<file path="src/rtl/uart_pkg.sv">
// Shared definitions for the UART transmit scheduler.
// Contents: FSM state encoding, default byte width, clog2 helper.
package uart_pkg;

  localparam int unsigned DEFAULT_DATA_W = 8;

  localparam logic [1:0] IDLE      = 2'b00;
  localparam logic [1:0] LOCKED    = 2'b01;
  localparam logic [1:0] START     = 2'b10;
  localparam logic [1:0] WAIT_DONE = 2'b11;

  // Bits needed to hold 0..n-1; never less than 1 so single-bit fields stay legal.
  function automatic int unsigned clog2(input int unsigned n);
    int unsigned w;
    w = 1;
    while ((32'd1 << w) < n) w++;
    return w;
  endfunction

endpackage

</file>
<file path="src/rtl/uart_tx_scheduler_rr_arbiter.sv">
// Combinational round-robin search.
// Ports:
//   req     - request vector
//   rr_ptr  - index of the previous winner; search starts at rr_ptr+1
//   grant   - index of the first set request found (0 when none)
//   any_req - at least one request bit is set
module rr_arbiter
  import uart_pkg::*;
#(
  parameter int unsigned NUM_REQ = 4,
  localparam int unsigned IDX_W = clog2(NUM_REQ)
) (
  input  logic [NUM_REQ-1:0] req,
  input  logic [IDX_W-1:0]   rr_ptr,
  output logic [IDX_W-1:0]   grant,
  output logic               any_req
);

  logic        found;
  int unsigned idx;

  always_comb begin
    grant   = '0;
    any_req = |req;
    found   = 1'b0;
    idx     = 0;
    // Offsets 1..NUM_REQ so the previous winner is checked last.
    for (int unsigned off = 1; off <= NUM_REQ; off++) begin
      idx = (32'(rr_ptr) + off) % NUM_REQ;
      if (!found && req[idx]) begin
        found = 1'b1;
        grant = IDX_W'(idx);
      end
    end
  end

endmodule

</file>
<file path="src/rtl/uart_tx_scheduler.sv">
// Shares one UART TX core between NUM_REQ byte-stream requesters with
// round-robin arbitration and packet locking.
// Ports:
//   clk, reset_n          - clock, asynchronous active-low reset
//   req_valid/data/last   - per-requester byte stream (requester i at [i*DATA_W +: DATA_W])
//   req_ready             - per-requester accept, at most one bit high
//   tx_start, tx_data     - frame launch pulse and byte to the transmitter
//   tx_busy, tx_done      - transmitter status / end-of-frame pulse
//   grant_id, active      - current or last owner, packet locked
//   timeout_err           - sticky, set when a stalled packet is force-released
module uart_tx_scheduler
  import uart_pkg::*;
#(
  parameter int unsigned NUM_REQ      = 4,
  parameter int unsigned DATA_W       = DEFAULT_DATA_W,
  parameter int unsigned LOCK_TIMEOUT = 1024,
  localparam int unsigned IDX_W = clog2(NUM_REQ)
) (
  input  logic                      clk,
  input  logic                      reset_n,
  input  logic [NUM_REQ-1:0]        req_valid,
  input  logic [NUM_REQ*DATA_W-1:0] req_data,
  input  logic [NUM_REQ-1:0]        req_last,
  output logic [NUM_REQ-1:0]        req_ready,
  output logic                      tx_start,
  output logic [DATA_W-1:0]         tx_data,
  input  logic                      tx_busy,
  input  logic                      tx_done,
  output logic [IDX_W-1:0]          grant_id,
  output logic                      active,
  output logic                      timeout_err
);

  localparam int unsigned CNT_W = clog2(LOCK_TIMEOUT);

  logic [1:0]        state_q, state_d;
  logic [IDX_W-1:0]  grant_q, grant_d;
  logic [IDX_W-1:0]  rr_ptr_q, rr_ptr_d;
  logic              active_q, active_d;
  logic              err_q, err_d;
  logic [DATA_W-1:0] data_q, data_d;
  logic              last_q, last_d;
  logic [CNT_W-1:0]  cnt_q, cnt_d;

  logic [IDX_W-1:0]  arb_grant;
  logic              arb_any;
  logic [DATA_W-1:0] sel_data;
  logic              sel_last;
  logic              sel_valid;
  logic              handshake;

  rr_arbiter #(
    .NUM_REQ(NUM_REQ)
  ) u_arb (
    .req     (req_valid),
    .rr_ptr  (rr_ptr_q),
    .grant   (arb_grant),
    .any_req (arb_any)
  );

  // Mux out the owner's byte stream.
  always_comb begin
    sel_data  = '0;
    sel_last  = 1'b0;
    sel_valid = 1'b0;
    for (int unsigned i = 0; i < NUM_REQ; i++) begin
      if (grant_q == IDX_W'(i)) begin
        sel_data  = req_data[i*DATA_W +: DATA_W];
        sel_last  = req_last[i];
        sel_valid = req_valid[i];
      end
    end
  end

  always_comb begin
    req_ready = '0;
    if (state_q == LOCKED && !tx_busy) req_ready[grant_q] = 1'b1;
  end

  assign handshake = (state_q == LOCKED) && !tx_busy && sel_valid;

  always_comb begin
    state_d  = state_q;
    grant_d  = grant_q;
    rr_ptr_d = rr_ptr_q;
    active_d = active_q;
    err_d    = err_q;
    data_d   = data_q;
    last_d   = last_q;
    cnt_d    = cnt_q;
    unique case (state_q)
      IDLE: begin
        if (arb_any) begin
          grant_d  = arb_grant;
          active_d = 1'b1;
          cnt_d    = '0;
          state_d  = LOCKED;
        end
      end
      LOCKED: begin
        if (handshake) begin
          data_d  = sel_data;
          last_d  = sel_last;
          cnt_d   = '0;
          state_d = START;
        end else if (cnt_q == CNT_W'(LOCK_TIMEOUT - 1)) begin
          // Owner stalled too long: release so others are not starved.
          err_d    = 1'b1;
          active_d = 1'b0;
          rr_ptr_d = grant_q;
          state_d  = IDLE;
        end else begin
          cnt_d = cnt_q + CNT_W'(1);
        end
      end
      START: begin
        state_d = WAIT_DONE;
      end
      WAIT_DONE: begin
        if (tx_done) begin
          if (last_q) begin
            active_d = 1'b0;
            rr_ptr_d = grant_q;
            state_d  = IDLE;
          end else begin
            state_d = LOCKED;
          end
        end
      end
      default: state_d = IDLE;
    endcase
  end

  always_ff @(posedge clk or negedge reset_n) begin
    if (!reset_n) begin
      state_q  <= IDLE;
      grant_q  <= '0;
      rr_ptr_q <= IDX_W'(NUM_REQ - 1);
      active_q <= 1'b0;
      err_q    <= 1'b0;
      data_q   <= '0;
      last_q   <= 1'b0;
      cnt_q    <= '0;
    end else begin
      state_q  <= state_d;
      grant_q  <= grant_d;
      rr_ptr_q <= rr_ptr_d;
      active_q <= active_d;
      err_q    <= err_d;
      data_q   <= data_d;
      last_q   <= last_d;
      cnt_q    <= cnt_d;
    end
  end

  assign tx_start    = (state_q == START);
  assign tx_data     = data_q;
  assign grant_id    = grant_q;
  assign active      = active_q;
  assign timeout_err = err_q;

endmodule

</file>
<file path="config.mk">
export PLATFORM = sky130hd
export DESIGN_NAME = uart_tx_scheduler
export DESIGN_NICKNAME = d
export VERILOG_FILES = /design/src/rtl/uart_pkg.sv /design/src/rtl/uart_tx_scheduler_rr_arbiter.sv /design/src/rtl/uart_tx_scheduler.sv
export SDC_FILE = /design/constraint.sdc
export NUM_CORES = 1
export LEC_CHECK = 0
export ABC_AREA = 1
export BUFFER_PORTS_ARGS = -buffer_cell sky130_fd_sc_hd__buf_2
export CAP_MARGIN = 10
export CORE_MARGIN = 5
export CORE_UTILIZATION = 56
export CTS_CLUSTER_SIZE = 12
export DETAILED_ROUTE_END_ITERATION = 10
export PLACE_DENSITY = 0.86
export SLEW_MARGIN = 15
export SYNTH_ARGS = -nofsm -noshare
export SYNTH_HDL_FRONTEND = slang
export SYNTH_SLANG_ARGS = --single-unit
</file>
<file path="constraint.sdc">
create_clock -name clk -period 2.7 [get_ports clk]
set_clock_uncertainty 0.2 [all_clocks]
set_input_delay 0.135 -clock clk [delete_from_list [all_inputs] [get_ports clk]]
set_output_delay 0.135 -clock clk [all_outputs]
set_load 0.03 [all_outputs]
</file>
Word level (Yosys, flattened, before mapping):

Index checks and enable logic that the tools add are counted.

* div/mod/pow operators: 0
* reductions and logical operators: 23
* muxes and demuxes: 51
* $lt $le $gt $ge: 6
* add/sub/neg operators: 5
* equality and inequality tests: 14
* multipliers: 0
* shift-type cells: 0
* bitwise logic cells: 1

Operators with widths (count)
* $mux W8: 4
* $mux W10: 3
* $mux W2: 12
* $mux W1: 22
* $pmux W10 S2: 1
* $lt A2 B3 Y1 const B: 5
* $add A10 B1 Y10 const B: 1
* $eq A10 B10 Y1 const B: 1
* $reduce_and A3 Y1: 3
* $bmux W1 S2: 4
* $eq A2 B2 Y1 const B: 4
* $ne A2 B2 Y1 const B: 4
* $pmux W2 S4: 1
* $logic_and A1 B1 Y1: 6
* $reduce_and A6 Y1: 1
* $reduce_and A5 Y1: 1
* $add A2 B1 Y2 const B: 2
* $add A2 B2 Y2 const B: 2
* $eq A2 B1 Y1 const B: 2
* $logic_not A1 Y1: 4
* $logic_not A2 Y1: 2
* $mux W4: 1
* $pmux W2 S2: 1
* $reduce_and A2 Y1: 2
* other kinds (10): 11

* memories kept: 0
* register bits after elaboration: 27
* input port bits: 44
* memory bits (writable): 0
* bits in latches: 0
* bits in read-only memories: 0

Logic depth before layout (Yosys ltp):

Gate-level depths: netlist of the first run.

* depth after elaboration: 13
* mapped depth: 11
* mapped depth without buffers: 10

Cells and area by module:

From an unflattened synthesis of the first run, not the netlist that was laid out.

* cell total of the unflattened synthesis: 300
* area total of the unflattened synthesis: 2109.5 sq um

Modules (own cells, without submodules)
* uart_tx_scheduler: area each 1808.0 sq um, times used 1, cells an instance 250
* rr_arbiter: area each 301.5 sq um, times used 1, cells an instance 50

Worst setup path after synthesis of the first run:

OpenSTA, ideal clock, no wires.

* kind: register to register
* start point: reg grant_q[0], in the netlist grant_id[0]
* end point: reg err_q, in the netlist timeout_err
* period minus slack after synthesis: 2039 ps
* setup time: 127 ps
* path buffers: 1
* path slack: 661 ps
* data arrival time: 1711 ps
* cell stages (with the launch flop): 8
* path through: dfrtp_1 > buf_6 > nand2_1 > nor2_2 > nand2_4 > nand3_2 > nor2_1 > or2_2

* cells in the longest elaborated chain, start to end: 8
* elaborated cells between the ends (all ways): 11

RTL lines
* start, declared: RTL line uart_tx_scheduler.sv:37 `logic [IDX_W-1:0] grant_q, grant_d;`
* start signal, assigned: RTL line uart_tx_scheduler.sv:146 `grant_q <= grant_d;`
* $logic_not A2 Y1: RTL line uart_tx_scheduler.sv:67 `if (grant_q == IDX_W'(i)) begin`
* $mux W1 (3 in series): RTL line uart_tx_scheduler.sv:67
* $mux W1 (*): RTL line uart_tx_scheduler.sv:67
* $logic_and A1 B1 Y1 (*): RTL line uart_tx_scheduler.sv:80 `assign handshake = (state_q == LOCKED) && !tx_busy && sel_valid;`
* $not A1 Y1 (no source line) (*)
* $reduce_and A3 Y1 (no source line) (*)
* end signal, assigned: RTL line uart_tx_scheduler.sv:149 `err_q <= err_d;`
* end, declared: RTL line uart_tx_scheduler.sv:40 `logic err_q, err_d;`

Every way passes the cells marked *; elsewhere a longest branch is shown, timed or not.
A chain may end at the register's enable or synchronous reset.

Final worst setup path of the first run:

* start point: reg grant_q[0], in the netlist grant_id[0]
* end point: reg data_q[4], in the netlist tx_data[4]

* cells in the longest elaborated chain, start to end: 7
* elaborated cells between the ends (all ways): 14

RTL lines
* $logic_not A2 Y1: RTL line uart_tx_scheduler.sv:67
* $mux W1 (4 in series): RTL line uart_tx_scheduler.sv:67
* $logic_and A1 B1 Y1: RTL line uart_tx_scheduler.sv:80
* $reduce_and A2 Y1 (no source line)
* end signal, assigned: RTL line uart_tx_scheduler.sv:150 `data_q <= data_d;`
* end, declared: RTL line uart_tx_scheduler.sv:41 `logic [DATA_W-1:0] data_q, data_d;`

Several ways; a longest one is shown, not always the timed one.

==> results.toml, run 1 <==
[worst_setup_path]
path_max_fanout = 19
cp.required_ns = 2.71
crit_arrival_ns = 2.48
reg2reg_slack_ns = 0.23
cp-start-kind = "flip-flop"
worstSetupPathType = "flip-flop to flip-flop"
endpoint_kind = "flip-flop"

[logic_synthesis]
synth_flop_cell = "dfrtp_1"
syn_nets = 348
yosysMostFrequentCell = "nand2_1"
yosysWarnings = 0
synth_seq_area_share_pct = 33.6
avgSynthCellArea_um2 = 6.66
ys_top_cells_by_count = "124 x nand2_1, 30 x nand3_1, 27 x inv_1"
synth_cell_type_count = 34
synth.ff_latch_count = 27
ys_top_cells_by_area = "dfrtp_1 31%, nand2_1 23%, nand3_1 7.4%"
synth_top_area_share_pct = 31.0
ys_async_sr_fraction_pct = 100
synth_enable_flop_cells = 0
yosys.area.top_type = "dfrtp_1"
netlist_area_mm2 = 0.00202
syn_inst = 303

[drt]
vias = 2212
viasPerCell = 5.22
antenna_left = 0
drc = 0
dr.pass1.iters = 6
drt-wirelength-per-cell_um = 13.0
drtIter0Drc = 158
wirelength_mm = 5.53

[power]
power_density_mw_per_mm2 = 958
ir_drop_mv = 0.637
cellLeakagePower_nw = 1.41

[global_route]
grt.total_usage_pct = 22.9
grt_overflow = 0
grt_pass1_wl_mm = 9.40
grt_max_degree = 28
antenna_found_initial = 0
grt_pass1_vias = 2173

[cells_and_area]
syn_to_final_growth_pct = 25.9
final_util_pct = 74.4
nets = 424
drive_gt1_share_pct = 23.5
post-route-cell-area_mm2 = 0.00254
antennaDiodeCount = 0

[clock_tree]
cts_max_path_buffers = 2
numCtsBuffers = 3
cts_tree = "yes"
insertion_delay_ns = 0.32
clock_sinks = 27
h-tree-depth = 1
clkSlewWorstSetupHoldPaths_ns = 0.14
cts-root-buf = "clkbuf_4"

[floorplan]
start_util_pct = 59.0
rows = 21
ioPinCount = 61
dieArea_mm2 = 0.00490
core-area_mm2 = 0.00342
die_width_um = 70.0
die_h_um = 70.0

[sta]
fmax_mhz = 405
period_minus_slack_ns = 2.47
worst_slew_pin_slew_ns = 0.597
setup_viol = 0
hold_viol = 0
relSlewSlack_pct = 60.2
timing.hold.ws_ns = 0.119
slew_violations = 0
fin_crit_sh_pct = 91.4
tns_ns = 0
rsz0062_at_grt = "no"

[status]
status = "completed"

[placed_design]
port_buffers = 60
place_congestion = 0.849
place_area_mm2 = 0.00230
dp_hpwl_mm = 3.93

[min_path]
min_path_type = "input port to flip-flop"

[run]
max_cap_violations = 0
-- routing by layer --
metal,routed length (µm),GRT usage (%),up-vias
li1,-,-,1130
met1,2280,28.9,970
met2,2760,40.1,94
met3,342,3.44,18
met4,142,7.23,0
met5,0,0,-
-- per-stage QoR --
step | std cells | power [mW] | setup WS, ns
2_1_floorplan | 303 | 1.81 | 0.661
3_3_place_gp | 400 | 2.04 | 0.611
3_5_place_dp | 400 | 2.08 | 0.524
4_1_cts | 424 | 2.39 | 0.135
5_1_grt | 424 | 2.65 | 0.0808
6_report | 424 | 2.43 | 0.233
-- worst max-delay path, stage by stage, from the launching register on --
cell           delay [ns]
dfrtp_2              0.59
nand2_1              0.19
clkinv_1             0.25
a221oi_1             0.42
dlygate4sd3_1        0.65
o21ai_2              0.06
-- final cells by class --
| type | count | area, µm² |
|---|---|---|
| fillers | 277 | 876 |
| multi-input cells | 235 | 1150 |
| well taps | 46 | 57.6 |
| flip-flops and latches | 27 | 679 |
| clock inverters | 1 | 5.00 |
| inverters | 32 | 120 |
| clock buffers | 3 | 22.5 |
| repair buffers | 80 | 500 |
-- cell usage in the layout, fill, tap and decap left out, types with 2 or more instances in the layout --
master / Yosys / final
nor2_1: 21 / 20
nor3_1: 8 / 8
dlygate4sd3_1: 0 / 20
nand2_1: 124 / 124
nand3_1: 30 / 30
clkbuf_4: 0 / 3
a221oi_1: 8 / 8
inv_1: 27 / 27
nand2_4: 3 / 3
o21ai_0: 8 / 8
nand4_1: 8 / 8
dfrtp_1: 25 / 24
inv_2: 4 / 4
a21oi_1: 3 / 3
dfstp_2: 2 / 2
buf_2: 2 / 60
nand2_2: 2 / 2
nor2_2: 2 / 2
o21ai_2: 5 / 5
o21bai_1: 2 / 2
-- sequential cells by signal (all words and copies together) (netlist names), named ones only --
register	flops
timeout_err	1
cnt_q	10
state_q	1
grant_id	2
active	1
tx_data	8
rr_ptr_q	2
last_q	1
-- power breakdown --
group          internal [mW]  switching [mW]
combinational          0.565           0.951
sequential             0.540           0.205
clock                 0.0555           0.116
-- repair_timing --
action,CTS,global route
resized for setup,0,3
setup buffers,0,0
endpoints found under the setup margin,0,9
hold endpoints to repair,38,0
hold buffers,20,0
-- path summary, 6_finish.rpt --
path                                              start  cells past startpoint                 endpoint
worst max-delay path            grant_id[0]$_DFFE_PN0P_                      5   tx_data[4]$_DFFE_PN0P_
worst min-delay path                       req_valid[3]                      6  rr_ptr_q[1]$_DFFE_PN1P_
worst max register to register  grant_id[0]$_DFFE_PN0P_                      5   tx_data[4]$_DFFE_PN0P_
worst min register to register  timeout_err$_DFFE_PN0P_                      1  timeout_err$_DFFE_PN0P_
max in group asynchronous                       reset_n                      2  grant_id[0]$_DFFE_PN0P_
min in group asynchronous                       reset_n                      2     cnt_q[9]$_DFFE_PN0P_
-- cells by family (layout without fill, tap and decap cells) --
kind of cell	Yosys count	after routing	share of synthesized area, %
DFF	27	27	33.6
buffers and inverters	41	116	9.49
and+or+nand+nor	203	203	44.9
adders and majority gates	1	1	0.620
AOI/OAI and AO/OA	29	29	10.5
xor gates and xnor gates	2	2	0.869
No activity file was read; power rests on OpenSTA's default activity.
==> run 2: changes to the inputs <==
--- a/config.mk
+++ b/config.mk
@@ -8,11 +8,11 @@
 export ABC_AREA = 1
 export BUFFER_PORTS_ARGS = -buffer_cell sky130_fd_sc_hd__buf_2
 export CAP_MARGIN = 10
-export CORE_MARGIN = 5
-export CORE_UTILIZATION = 56
+export CORE_MARGIN = 3
+export CORE_UTILIZATION = 52
 export CTS_CLUSTER_SIZE = 12
 export DETAILED_ROUTE_END_ITERATION = 10
-export PLACE_DENSITY = 0.86
+export PLACE_DENSITY = 0.81
 export SLEW_MARGIN = 15
 export SYNTH_ARGS = -nofsm -noshare
 export SYNTH_HDL_FRONTEND = slang
==> constraint.sdc (replaced) <==
create_clock -name clk -period 2.8 [get_ports clk]
set_clock_uncertainty 0.2 [all_clocks]
set_input_delay 0.14 -clock clk [delete_from_list [all_inputs] [get_ports clk]]
set_output_delay 0.14 -clock clk [all_outputs]
set_load 0.03 [all_outputs]
==> results.toml, run 2 (same netlist as run 1, synthesis figures left out) <==
[min_path]
min_path_type = "input port to flip-flop"

[sta]
slew_violations = 0
rsz0062_at_grt = "no"
worst_slew_pin_slew_ns = 0.711
fin_crit_sh_pct = 92.1
relSlewSlack_pct = 52.6
worst_slack_ns = 0.221
hold_viol = 0
tns_ns = 0
setup_viol = 0
fmax_mhz = 388
period_minus_slack_ns = 2.58

[cells_and_area]
multiInputGateArea_mm2 = 0.00115
nets = 420
filler_cell_count = 323
final_common_cell = "nand2_1"
antennaDiodeCount = 0
drive_gt1_share_pct = 23.5
syn_to_final_growth_pct = 24.7
regArea_um2 = 678
mostFrequentLayoutCells = "124 x nand2_1, 60 x buf_2, 30 x nand3_1"
top_register = "cnt_q"
largest_reg_flops = 10

[global_route]
grt_max_degree = 28
antenna_found_initial = 0
grt_overflow = 0
grt_pass1_wl_mm = 8.12
grt_pass1_vias = 1856
grt.total_usage_pct = 22.5

[worst_setup_path]
cp-start-kind = "flip-flop"
endpoint_kind = "flip-flop"
reg2reg_slack_ns = 0.22
worstSetupPathType = "flip-flop to flip-flop"
cp.required_ns = 2.75
path_max_fanout = 19
crit_arrival_ns = 2.53

[floorplan]
die_h_um = 68.3
rows = 22
dieArea_mm2 = 0.00466
die_width_um = 68.3
core-area_mm2 = 0.00369
start_util_pct = 54.7
ioPinCount = 61

[power]
power_density_mw_per_mm2 = 928
total_power_mw = 2.33
ir_drop_mv = 0.623
cellLeakagePower_nw = 1.40

[drt]
wirelength_mm = 5.08
dr.pass1.iters = 4
drt-wirelength-per-cell_um = 12.0
drtIter0Drc = 121
vias = 2187
wl_met3_um = 317
dr_wl_met2_mm = 2.44
viasPerCell = 5.18
met1Wirelength_mm = 2.31
drc = 0
antenna_left = 0
top_layer = "met4"

[placed_design]
port_buffers = 60
place_congestion = 0.848
dp_hpwl_mm = 3.75
pre_cts_ws_ns = 0.654

[status]
status = "completed"

[clock_tree]
cts_tree = "yes"
cts-root-buf = "clkbuf_8"
h-tree-depth = 1
clock_sinks = 27
clkSlewWorstSetupHoldPaths_ns = 0.09
numCtsBuffers = 3
insertion_delay_ns = 0.26
cts_max_path_buffers = 2

[run]
max_cap_violations = 0
run 2: what timing repair did:
item | in CTS | in global routing
hold buffers | 16 | 0
gates resized for setup | 0 | 1
buffers inserted | 0 | 0
endpoints found under the setup margin | 0 | 1
endpoints found under the hold margin | 33 | 0
run 2: area by class of cell:
cell class / instances / share of cell area, %
inverter: 32 / 4.78
sequential: 27 / 27.0
multi-input combinational: 235 / 45.7
timing repair buffer: 76 / 18.3
clock inverter: 1 / 0.199
tap: 48 / 2.39
clock buffer: 3 / 1.64
run 2: metal layers:
metal	vias to the layer above	track usage, %
met5	-	0
met4	0	3.97
met3	2	4.43
met2	73	36.2
met1	985	31.6
li1	1127	-
run 2: worst max-delay path: stages, from the launching register on:
cell and delay, ns:
dfrtp_1 0.65, nand2_1 0.24, clkinv_1 0.27, a221oi_1 0.43, dlygate4sd3_1 0.63, o21ai_2 0.05
run 2: per-stage QoR:
step	std cells	cell area [µm²]	utilization, %	hold WS (ns)
5_1_grt	422	2510	68.2	0.0670
6_report	422	2510	68.2	0.00206
3_5_place_dp	402	2310	62.5	-0.0213
4_1_cts	422	2510	68.1	0.00459
2_1_floorplan	303	2020	-	-0.356
3_3_place_gp	402	2310	62.5	-0.0224
run 2: power breakdown:
group	total [mW]	leakage (nW)	internal [mW]	switching, mW
Combinational	1.40	1.02	0.516	0.888
Sequential	0.717	0.348	0.519	0.198
Clock	0.213	0.0255	0.0994	0.114
run 2: final timing paths:
check	start	to	cells after the start
worst max-delay path	grant_id[0]$_DFFE_PN0P_	tx_data[6]$_DFFE_PN0P_	5
min in group asynchronous	reset_n	cnt_q[9]$_DFFE_PN0P_	2
max in group asynchronous	reset_n	cnt_q[6]$_DFFE_PN0P_	2
worst max register to register	grant_id[0]$_DFFE_PN0P_	tx_data[6]$_DFFE_PN0P_	5
worst min-delay path	req_last[3]	last_q$_DFFE_PN0P_	3
worst min register to register	timeout_err$_DFFE_PN0P_	timeout_err$_DFFE_PN0P_	1
==> run 3: changes to the inputs <==
--- a/config.mk
+++ b/config.mk
@@ -9,10 +9,9 @@
 export BUFFER_PORTS_ARGS = -buffer_cell sky130_fd_sc_hd__buf_2
 export CAP_MARGIN = 10
 export CORE_MARGIN = 3
-export CORE_UTILIZATION = 52
+export CORE_UTILIZATION = 38
 export CTS_CLUSTER_SIZE = 12
 export DETAILED_ROUTE_END_ITERATION = 10
-export PLACE_DENSITY = 0.81
 export SLEW_MARGIN = 15
 export SYNTH_ARGS = -nofsm -noshare
 export SYNTH_HDL_FRONTEND = slang
==> results.toml, run 3 (same netlist as run 1, synthesis figures left out) <==
[placed_design]
place_congestion = 0.838
port_buffers = 60
dp_hpwl_mm = 3.95

[worst_setup_path]
path_max_fanout = 11
crit_chain = "inv_1 > nor2_2 > a221oi_1 > dlygate4sd3_1 > o21ai_0"
endpoint_kind = "flip-flop"
cpMaxStageDelayCell = "dfrtp_1"
worstSetupPathType = "flip-flop to flip-flop"
crit_arrival_ns = 2.42
cp.required_ns = 2.81
cp-start-kind = "flip-flop"
slowest_delay_ns = 0.60

[drt]
vias = 2129
drt-wirelength-per-cell_um = 12.1
drc = 0
wirelength_mm = 5.37
dr.pass1.iters = 4
antenna_left = 0
viasPerCell = 4.80
drtIter0Drc = 81

[clock_tree]
cts-root-buf = "clkbuf_8"
numCtsBuffers = 3
h-tree-depth = 1
cts_setup_buffers = 0
clock_sinks = 27
insertion_delay_ns = 0.28
clkSlewWorstSetupHoldPaths_ns = 0.10
cts_tree = "yes"
cts_max_path_buffers = 2

[cells_and_area]
top_register = "cnt_q"
mostFrequentLayoutCells = "124 x nand2_1, 60 x buf_2, 30 x nand3_1"
final_util_pct = 52.3
largest_reg_flops = 10
syn_to_final_growth_pct = 27.4
filler_cell_count = 523
drive_gt1_share_pct = 23.6
multiInputGateArea_mm2 = 0.00115
nets = 423
final_common_cell = "nand2_1"
regArea_um2 = 678
antennaDiodeCount = 0

[sta]
worst_slew_pin_slew_ns = 0.650
slew_violations = 0
setup_viol = 0
tns_ns = 0
rsz0062_at_grt = "no"
hold_viol = 0
fmax_mhz = 414
relSlewSlack_pct = 56.7
fin_crit_sh_pct = 86.3
period_minus_slack_ns = 2.42

[floorplan]
rows = 25
core-area_mm2 = 0.00491
die_h_um = 78.9
start_util_pct = 41.1
ioPinCount = 61
dieArea_mm2 = 0.00622
die_width_um = 78.9

[global_route]
grt_pass1_wl_mm = 8.98
grt_pass1_vias = 1935
grt_overflow = 0
grt.total_usage_pct = 17.5
antenna_found_initial = 0
grt_max_degree = 28

[power]
cellLeakagePower_nw = 1.41
power_density_mw_per_mm2 = 924
ir_drop_mv = 0.470

[status]
status = "completed"

[run]
max_cap_violations = 0

[min_path]
min_path_type = "input port to flip-flop"
-- run 3: cell types whose count changed in the layout (fill, tap and decap cells not counted), sizes merged --
| cell | change |
|---|---|
| dlygate4sd3 | +2 |
| buf | +1 |
| clkinv | -1 |
| clkinvlp | +1 |
-- run 3: timing repair --
item | in CTS | in global routing
gates resized for setup | 0 | 1
endpoints found under the setup margin | 0 | 2
endpoints found under the hold margin | 34 | 0
hold buffers | 18 | 0
-- run 3: path summary, 6_finish.rpt --
path	from	to	slack (ns)	cells past startpoint
hold reg to reg	timeout_err$_DFFE_PN0P_	timeout_err$_DFFE_PN0P_	0.28	1
hold / removal	req_data[23]	tx_data[7]$_DFFE_PN0P_	0.02	5
setup / recovery	grant_id[1]$_DFFE_PN0P_	tx_data[0]$_DFFE_PN0P_	0.38	5
setup reg to reg	grant_id[1]$_DFFE_PN0P_	tx_data[0]$_DFFE_PN0P_	0.38	5
max in group asynchronous	reset_n	cnt_q[6]$_DFFE_PN0P_	1.76	2
min in group asynchronous	reset_n	cnt_q[5]$_DFFE_PN0P_	0.22	2
-- run 3: final cells by class --
| cell class | instances | share of cell area, % |
|---|---|---|
| clock inverter | 1 | 0.292 |
| inverter | 32 | 4.68 |
| clock buffer | 3 | 1.61 |
| multi-input combinational | 235 | 44.8 |
| sequential | 27 | 26.4 |
| tap | 67 | 3.26 |
| timing repair buffer | 79 | 19.0 |
-- run 3: where the power goes --
group	total, mW	switching (mW)	internal [mW]
combinational	1.45	0.913	0.537
sequential	0.685	0.166	0.520
clock	0.237	0.136	0.101
-- run 3: worst max-delay path, delay by kind of cell, from the launching register on --
kind	cells	cell delay, ns
buf+inv	2	0.87
flops	1	0.60
simple gates	1	0.40
compound gates	2	0.27
-- run 3: metal layers --
metal | GRT usage, % | up-vias | routed length [µm]
li1 | - | 1126 | -
met1 | 24.5 | 951 | 2520
met2 | 29.2 | 50 | 2580
met3 | 3.06 | 2 | 243
met4 | 2.06 | 0 | 25
met5 | 0 | - | 0
-- run 3: stage by stage --
stage	hold slack [ns]	setup slack (ns)	total power [mW]	area, µm²	std cells
finish	0.0240	0.385	2.37	2570	444
global route	0.0872	0.171	2.60	2570	444
CTS	0.0309	0.183	2.38	2570	444
detailed placement	0.00574	0.714	2.02	2340	422
global placement	0.00134	0.799	2.01	2340	422
floorplan	-0.356	0.761	1.75	2020	303
